`config.mk`:
```
export PLATFORM = sky130hd
export DESIGN_NAME = mem_port_arbiter
export DESIGN_NICKNAME = d
export VERILOG_FILES = /design/src/rtl/mem_port_arbiter.sv
export SDC_FILE = /design/constraint.sdc
export NUM_CORES = 1
export LEC_CHECK = 0
export ABC_AREA = 1
export BUFFER_PORTS_ARGS = -buffer_cell sky130_fd_sc_hd__buf_2
export CELL_PAD_IN_SITES_DETAIL_PLACEMENT = 0
export CELL_PAD_IN_SITES_GLOBAL_PLACEMENT = 1
export CORE_AREA = 2 2 272 274
export DETAILED_ROUTE_END_ITERATION = 10
export DIE_AREA = 0 0 274 276
export PLACE_DENSITY_LB_ADDON = 0.1
export SKIP_CTS_REPAIR_TIMING = 1
export SKIP_LAST_GASP = 1
export SLEW_MARGIN = 20
export SYNTH_ARGS = -nofsm -noshare
export SYNTH_HDL_FRONTEND = slang
export SYNTH_SLANG_ARGS = --single-unit
```
`constraint.sdc`:
```
create_clock -name clk -period 5.33 [get_ports clk]
set_clock_uncertainty 0.2 [all_clocks]
set_input_delay 0.2665 -clock clk [delete_from_list [all_inputs] [get_ports clk]]
set_output_delay 0.2665 -clock clk [all_outputs]
set_load 0.05 [all_outputs]
```
`src/rtl/mem_port_arbiter.sv`:
```
// mem_port_arbiter
//   Shares one single-port word memory between three read ports and one
//   write port. One access is granted per cycle in round-robin order
//   (readers 0..2, writer = 3). The granted command is registered onto the
//   mem_* bus, and read data is steered back to its issuer by an in-order
//   tag pipeline that matches the memory read latency.
//
// Ports
//   clk, rstn                  clock, synchronous active-low reset
//   rd_req/rd_addr/rd_gnt      read requests (3), packed word addresses, grant pulses
//   rd_dvalid/rd_data          per-reader return strobe, shared return bus
//   wr_req/wr_addr/wr_data/wr_strb/wr_gnt   write request channel and grant pulse
//   mem_ren/mem_wen/mem_addr/mem_wdata/mem_strb  registered memory command
//   mem_rdata                  memory read data, RD_LAT cycles after mem_ren
//   busy                       command on the bus or read in flight
module mem_port_arbiter #(
  parameter int unsigned AXI_WIDTH      = 128,
  parameter int unsigned AXI_ADDR_WIDTH = 32,
  parameter int unsigned AW             = AXI_ADDR_WIDTH - $clog2(AXI_WIDTH/8),
  parameter int unsigned RD_LAT         = 1
) (
  input  logic                   clk,
  input  logic                   rstn,
  input  logic [2:0]             rd_req,
  input  logic [3*AW-1:0]        rd_addr,
  output logic [2:0]             rd_gnt,
  output logic [2:0]             rd_dvalid,
  output logic [AXI_WIDTH-1:0]   rd_data,
  input  logic                   wr_req,
  input  logic [AW-1:0]          wr_addr,
  input  logic [AXI_WIDTH-1:0]   wr_data,
  input  logic [AXI_WIDTH/8-1:0] wr_strb,
  output logic                   wr_gnt,
  output logic                   mem_ren,
  output logic                   mem_wen,
  output logic [AW-1:0]          mem_addr,
  output logic [AXI_WIDTH-1:0]   mem_wdata,
  output logic [AXI_WIDTH/8-1:0] mem_strb,
  input  logic [AXI_WIDTH-1:0]   mem_rdata,
  output logic                   busy
);

  logic [1:0]             r_ptr;
  logic                   r_ren;
  logic                   r_wen;
  logic [AW-1:0]          r_addr;
  logic [AXI_WIDTH-1:0]   r_wdata;
  logic [AXI_WIDTH/8-1:0] r_strb;
  logic [1:0]             r_tag;
  logic [RD_LAT-1:0]      r_pv;
  logic [1:0]             r_pt [RD_LAT];

  logic [3:0]             w_req;
  logic [1:0]             w_idx;
  logic [1:0]             w_win;
  logic                   w_found;
  logic [3:0]             w_gnt;
  logic [AW-1:0]          w_rd_addr;
  logic [2:0]             w_dv;

  assign w_req = {wr_req, rd_req};

  // Scan from the priority pointer; 2-bit index arithmetic wraps mod 4.
  always_comb begin
    w_found = 1'b0;
    w_win   = '0;
    w_idx   = '0;
    for (int unsigned k = 0; k < 4; k++) begin
      w_idx = r_ptr + 2'(k);
      if (!w_found && w_req[w_idx]) begin
        w_found = 1'b1;
        w_win   = w_idx;
      end
    end
  end

  always_comb begin
    w_gnt = '0;
    if (rstn && w_found) w_gnt[w_win] = 1'b1;
  end

  assign rd_gnt = w_gnt[2:0];
  assign wr_gnt = w_gnt[3];

  always_comb begin
    case (w_win)
      2'd0:    w_rd_addr = rd_addr[AW-1:0];
      2'd1:    w_rd_addr = rd_addr[2*AW-1:AW];
      default: w_rd_addr = rd_addr[3*AW-1:2*AW];
    endcase
  end

  always_ff @(posedge clk) begin
    if (!rstn) begin
      r_ptr   <= '0;
      r_ren   <= 1'b0;
      r_wen   <= 1'b0;
      r_addr  <= '0;
      r_wdata <= '0;
      r_strb  <= '0;
      r_tag   <= '0;
    end else if (w_found) begin
      r_ptr <= w_win + 2'd1;
      if (w_win == 2'd3) begin
        r_ren   <= 1'b0;
        r_wen   <= 1'b1;
        r_addr  <= wr_addr;
        r_wdata <= wr_data;
        r_strb  <= wr_strb;
      end else begin
        r_ren  <= 1'b1;
        r_wen  <= 1'b0;
        r_addr <= w_rd_addr;
        r_tag  <= w_win;
      end
    end else begin
      r_ren <= 1'b0;
      r_wen <= 1'b0;
    end
  end

  // Tag pipeline: stage 0 loads while mem_ren is on the bus, so the last
  // stage lines up with mem_rdata RD_LAT cycles later.
  always_ff @(posedge clk) begin
    if (!rstn) begin
      r_pv <= '0;
      for (int unsigned i = 0; i < RD_LAT; i++) r_pt[i] <= '0;
    end else begin
      r_pv[0] <= r_ren;
      r_pt[0] <= r_tag;
      for (int unsigned i = 1; i < RD_LAT; i++) begin
        r_pv[i] <= r_pv[i-1];
        r_pt[i] <= r_pt[i-1];
      end
    end
  end

  always_comb begin
    w_dv = '0;
    for (int unsigned i = 0; i < 3; i++)
      w_dv[i] = r_pv[RD_LAT-1] && (r_pt[RD_LAT-1] == 2'(i));
  end

  assign rd_dvalid = w_dv;
  assign rd_data   = mem_rdata;
  assign mem_ren   = r_ren;
  assign mem_wen   = r_wen;
  assign mem_addr  = r_addr;
  assign mem_wdata = r_wdata;
  assign mem_strb  = r_strb;
  assign busy      = r_ren | r_wen | (|r_pv);

endmodule

```
Yosys cells after proc, flatten, opt, wreduce, memory -nomap -nowiden

Memory sizes are Yosys's and may differ from the RTL's.
Index checks and enable logic that the tools add are counted.

Bits in latches: 0
Bits in registers: 179
Input port bits: 390
Memories kept: 1
ROM bits: 0
Word-level logic and storage cells: 70
Bits in writable memories: 2

Memory list:

| memory | words | width | read ports | clocked after memory_dff | wr ports | RTL line | source |
|---|---|---|---|---|---|---|---|
| r_pt   | 1     | 2     | 1          | 0                        | 1        | 51       | `logic [1:0] r_pt [RD_LAT];` |

Magnitude comparators: 6
Multiplexer cells: 27
Reductions and logical operators: 17
Divide/modulo/power cells: 0
$add $sub $neg: 4
Bitwise operators: 3
Multiply operators: 0
Shift operators: 0
Eq/ne operators: 4

Operator list:

| kind                                                                                | number |
|---|---|
| 28-bit case mux with 2 select lines                                                 | 1 |
| 28-bit two-way mux                                                                  | 1 |
| 2-bit by 3-bit < comparator with 1-bit output, second input constant                | 5 |
| 1-bit two-way mux                                                                   | 14 |
| 2-bit two-way mux                                                                   | 5 |
| 1-bit binary-select mux with 2-bit select                                           | 4 |
| 1-bit logical AND                                                                   | 8 |
| 2-bit AND reduction                                                                 | 3 |
| 2-bit by 1-bit adder with 2-bit output, second input constant                       | 2 |
| 2-bit adder, second input constant                                                  | 2 |
| 2-bit by 1-bit == test with 1-bit output, second input constant                     | 2 |
| 2-bit == test, second input constant                                                | 2 |
| 2-bit logical NOT                                                                   | 2 |
| 4-bit two-way mux                                                                   | 1 |
| 1-bit logical NOT                                                                   | 3 |
| 1-bit demux with 2-bit select                                                       | 1 |
| 2-bit by 1-bit greater-or-equal comparator with 1-bit output, second input constant | 1 |
| 1-bit OR                                                                            | 2 |
| 2-bit OR reduction                                                                  | 1 |
| 1-bit NOT                                                                           | 1 |

Depth between registers and ports, before layout

Depth after elaboration: 17
Mapped depth: 18
Mapped depth without buffers: 17

Worst setup path before layout

Ideal clock, no wire load.

Kind: reg-to-output
Start: register r_ptr[1]
End: output rd_gnt[1]
Data arrival time: 2,767 ps
Setup slack: 2,096 ps
Cell stages (with the launch flop): 15
Path buffers: 3
Cells stage by stage: dfxtp_1 -> inv_2 -> nand2_1 -> nand2_2 -> nand2_1 -> inv_1 -> a21boi_0 -> nand3_1 -> buf_2 -> inv_1 -> ha_1 -> clkbuf_1 -> clkbuf_1 -> inv_1 -> nor2_1

Word-level cells in the longest chain between the ends: 17
Elaborated cells between the ends (all ways): 32
Those cells by class: add/sub (3); order compare (2); mux (19); reduce/logical (8)

RTL lines:

| item                                                                                                                                                       | RTL line | source |
|---|---|---|
| start, declared                                                                                                                                            | 43       | `logic [1:0] r_ptr;` |
| start signal, assigned                                                                                                                                     | 103      | `r_ptr <= w_win + 2'd1;` |
| branches (longest 11 deep; another with 2-bit by 1-bit adder with 2-bit output)                                                                            | n/a      |  |
| 2-bit two-way mux *                                                                                                                                        | 70       | `if (!w_found && w_req[w_idx]) begin` |
| net w_win[1]                                                                                                                                               | 55       | `logic [1:0] w_win;` |
| 2-bit by 3-bit < comparator with 1-bit output (implied by the code) / 2-bit by 1-bit greater-or-equal comparator with 1-bit output (equally long branches) | 79       | `if (rstn && w_found) w_gnt[w_win] = 1'b1;` |
| 1-bit logical AND (implied by the code)                                                                                                                    | 79       |  |
| 1-bit two-way mux (implied by the code)                                                                                                                    | 79       |  |
| 1-bit demux with 2-bit select *                                                                                                                            | 79       |  |
| 4-bit two-way mux *                                                                                                                                        | 79       |  |
| end, declared                                                                                                                                              | 26       | `output logic [2:0] rd_gnt,` |

Mark *: on every way through the listed nets, which the timed path passes. The select of a mux whose other input is x is not followed.

Worst setup path in the final report

Start: register r_ptr[0]
End: register r_addr[25], in the netlist mem_addr[25]

Word-level cells in the longest chain between the ends: 15
Elaborated cells between the ends (all ways): 30
Those cells by class: add/sub (3); eq/ne (2); mux (18); reduce/logical (7)

RTL lines:

| item                                                                            | RTL line | source |
|---|---|---|
| branches (longest 15 deep; another with 2-bit by 1-bit adder with 2-bit output) | n/a      |  |
| end signal, assigned                                                            | 107      | `r_addr <= wr_addr;` |
| end signal, assigned                                                            | 113      | `r_addr <= w_rd_addr;` |
| end, declared                                                                   | 46       | `logic [AW-1:0] r_addr;` |

Parallel ways; which one is timed is not known. The select of a mux whose other input is x is not followed.
A chain may end at the register's enable or synchronous reset.

==> results.yml <==
placed_design:
  placed_area_um2: 11000
  place_congestion: 0.745
  port_buffers: 443
  pre_cts_ws_ns: 1.51
  dp_hpwl_um: 30400
  dpl.cell_count: 2441
setup_path:
  endpoint: "mem_addr[25]"
  slowest_stage: "ha_1"
  end_kind: "register"
  crit_required_ns: 5.56
  crit_arrival_ns: 4.47
  max_stage_delay_ns: 0.63
  r2r_start: "r_ptr[0]"
  startpoint_type: "register"
  critPathKind: "register to register"
  rrSetupSlack_ns: 1.09
  r2r_end: "mem_addr[25]"
  crit_chain: "inv_2 -> nand2_1 -> nand2_2 -> nand2_1 -> inv_1 -> a21boi_2 -> buf_4 -> nand3_1 -> inv_1 -> ha_1 -> buf_4 -> a22o_1 -> inv_1 -> nand4_1 -> nand3_1 -> a21oi_1 -> dlygate4sd3_1"
  crit_fanout: 29
  critPathLaunch: "r_ptr[0]"
  r2r_cells: 17
  crit_top_cell: "inv_1"
flow_run:
  max_cap_violations: 0
synth:
  synth_area_leaders: "dfxtp_1, nor2_1, buf_4, o21ai_1, inv_1"
  yosys.area_share.simple_pct: 21.8
  synth-seq-area-share_pct: 41.1
  ys_warn_count: 0
  synth-xor-area-share_pct: 0
  syn_area_um2: 8810
  netlist_instances: 1231
  yosysTopAreaCell: "dfxtp_1"
  synth_compound_area_share_pct: 15.0
  yosys.area_share.adder_pct: 0.568
  synthMuxAreaShare_pct: 0
  ys_seq_elements: 181
  syn_nets: 1625
  avgSynthCellArea_um2: 7.16
  yosysUniqueCellTypes: 27
  synth_top_family_by_area: "simple AND/OR/NAND/NOR gates"
  synth.top_cell.area_share_pct: 41.1
routing:
  drt-wirelength-per-cell_um: 15.7
  vias: 9385
  viasPerCell: 3.52
  drtIter0Drc: 354
  firstDrtPassIters: 5
  postRouteAntennaNets: 0
  finalWirelength_um: 41800
  drc: 0
die:
  coreArea_um2: 72600
  die_area_um2: 75600
  ios: 700
  dieHeight_um: 276
  rows: 99
  start_util_pct: 12.1
  dieWidth_um: 274
clocking:
  clk_pin_slew_ns: 0.08
  cts_sinks: 181
  numCtsBuffers: 17
  clockBufferDepth: 2
  worstSkewPairLatency_ns: 0.48
  cts_tree: "built"
  h-tree-depth: 4
  cts-root-buf: "clkbuf_16"
layout:
  fin_util_pct: 18.7
  syn_to_final_growth_pct: 53.9
  stdcell_count: 2668
  post-route-cell-area_um2: 13600
  layout.nets: 2087
  layout_commonest_cell: "buf_2"
  layout_common_cells: "buf_2, nor2_1, dlygate4sd3_1"
  drive_gt1_share_pct: 29.5
timing:
  fmax_mhz: 236
  slew_viol_final: 0
  tightest_slew_ns: 0.902
  hold_slack_ns: -0.0354
  maxSlewHeadroom_pct: 39.8
  finalSetupTns_ns: 0
  hold_viol_final: 1
  period_minus_slack_ns: 4.24
  finalCritPeriodShare_pct: 79.5
  finalSetupViolCount: 0
  setup_slack_ns: 1.09
  rsz0062_at_grt: "false"
global_routing:
  grt_pass1_wl_um: 59900
  gr-total-overflow: 0
  grt_pass1_vias: 8718
  grt_max_degree: 120
  antenna_found_initial: 8
  grtUsageTotal_pct: 10.7
power_and_ir_drop:
  powerDensity_nw_per_um2: 599
  p_total_mw: 8.11
  ir_drop_mv: 0.296
  p_leak_nw: 6.33
status:
  violations: "negative hold slack"
  outcome: "finished with violations"
hold_path:
  hold_path_depth: 5
  hold_class: "input port to register"
[critical path: cells and delay by family (launching register included)]
kind	cells	cell delay, ns
AOI/OAI and AO/OA	3	0.45
adders and majority gates	1	0.63
buffers and inverters	7	1.60
DFF	1	0.61
and+or+nand+nor	6	0.66
[power by group]
group | total, mW | switching [mW] | internal, mW
clock | 1.38 | 0.740 | 0.645
sequential | 1.85 | 0.168 | 1.68
combinational | 4.88 | 3.35 | 1.52
[synthesized netlist by cell type]
cell type,count
a21oi_1,31
clkbuf_1,36
a21boi_0,1
a22o_1,28
nand3_4,1
nor2_4,1
nand2_1,68
nand2_4,1
inv_2,3
nor2_1,299
inv_1,131
o21ai_2,1
buf_2,21
o21ai_1,100
nand4_1,29
buf_4,142
nand3_1,60
ha_1,4
dfxtp_1,181
nand2_2,2
a21oi_2,1
buf_6,6
nor3_1,1
buf_1,4
o21ai_0,77
o211ai_1,1
nor3b_1,1
[routing by layer]
layer / vias up / routed length, um / GRT usage [%]
met5: - / 68 / 0
li1: 4717 / - / -
met4: 10 / 492 / 2.76
met1: 4258 / 17900 / 12.4
met3: 41 / 3650 / 5.26
met2: 359 / 19600 / 17.6
[logic make-up after synthesis]
kind of cell / after synthesis
buf+inv: 343
simple gates: 463
fa+ha+maj: 4
flops: 181
compound gates: 240
[worst min path at each step]
stage / start / end / slack [ns]
6_report: wr_addr[16] / mem_addr[16] / -0.04
5_1_grt: rd_addr[69] / mem_addr[13] / 0.009
4_1_cts: wr_data[11] / mem_wdata[11] / -0.26
3_5_place_dp: r_tag[0] / r_pt[0][0] / 0.23
3_3_place_gp: r_tag[0] / r_pt[0][0] / 0.23
2_1_floorplan: r_tag[0] / r_pt[0][0] / 0.20
[flip-flops by register name, summed over array words and instances, names as in the netlist]
name       flops
mem_addr      28
mem_ren        1
mem_strb      16
mem_wdata    128
mem_wen        1
r_pt           2
r_ptr          2
r_pv           1
r_tag          2
[cell type report]
| cell class | count | area, um2 |
|---|---|---|
| Multi-Input combinational cell | 707 | 3300 |
| Timing Repair Buffer | 652 | 4310 |
| Fill cell | 8502 | 59000 |
| Sequential cell | 181 | 3620 |
| Antenna cell | 3 | 7.51 |
| Clock inverter | 15 | 188 |
| Clock buffer | 17 | 425 |
| Tap cell | 959 | 1200 |
| Inverter | 134 | 505 |
(Power assumes the default switching activity.)
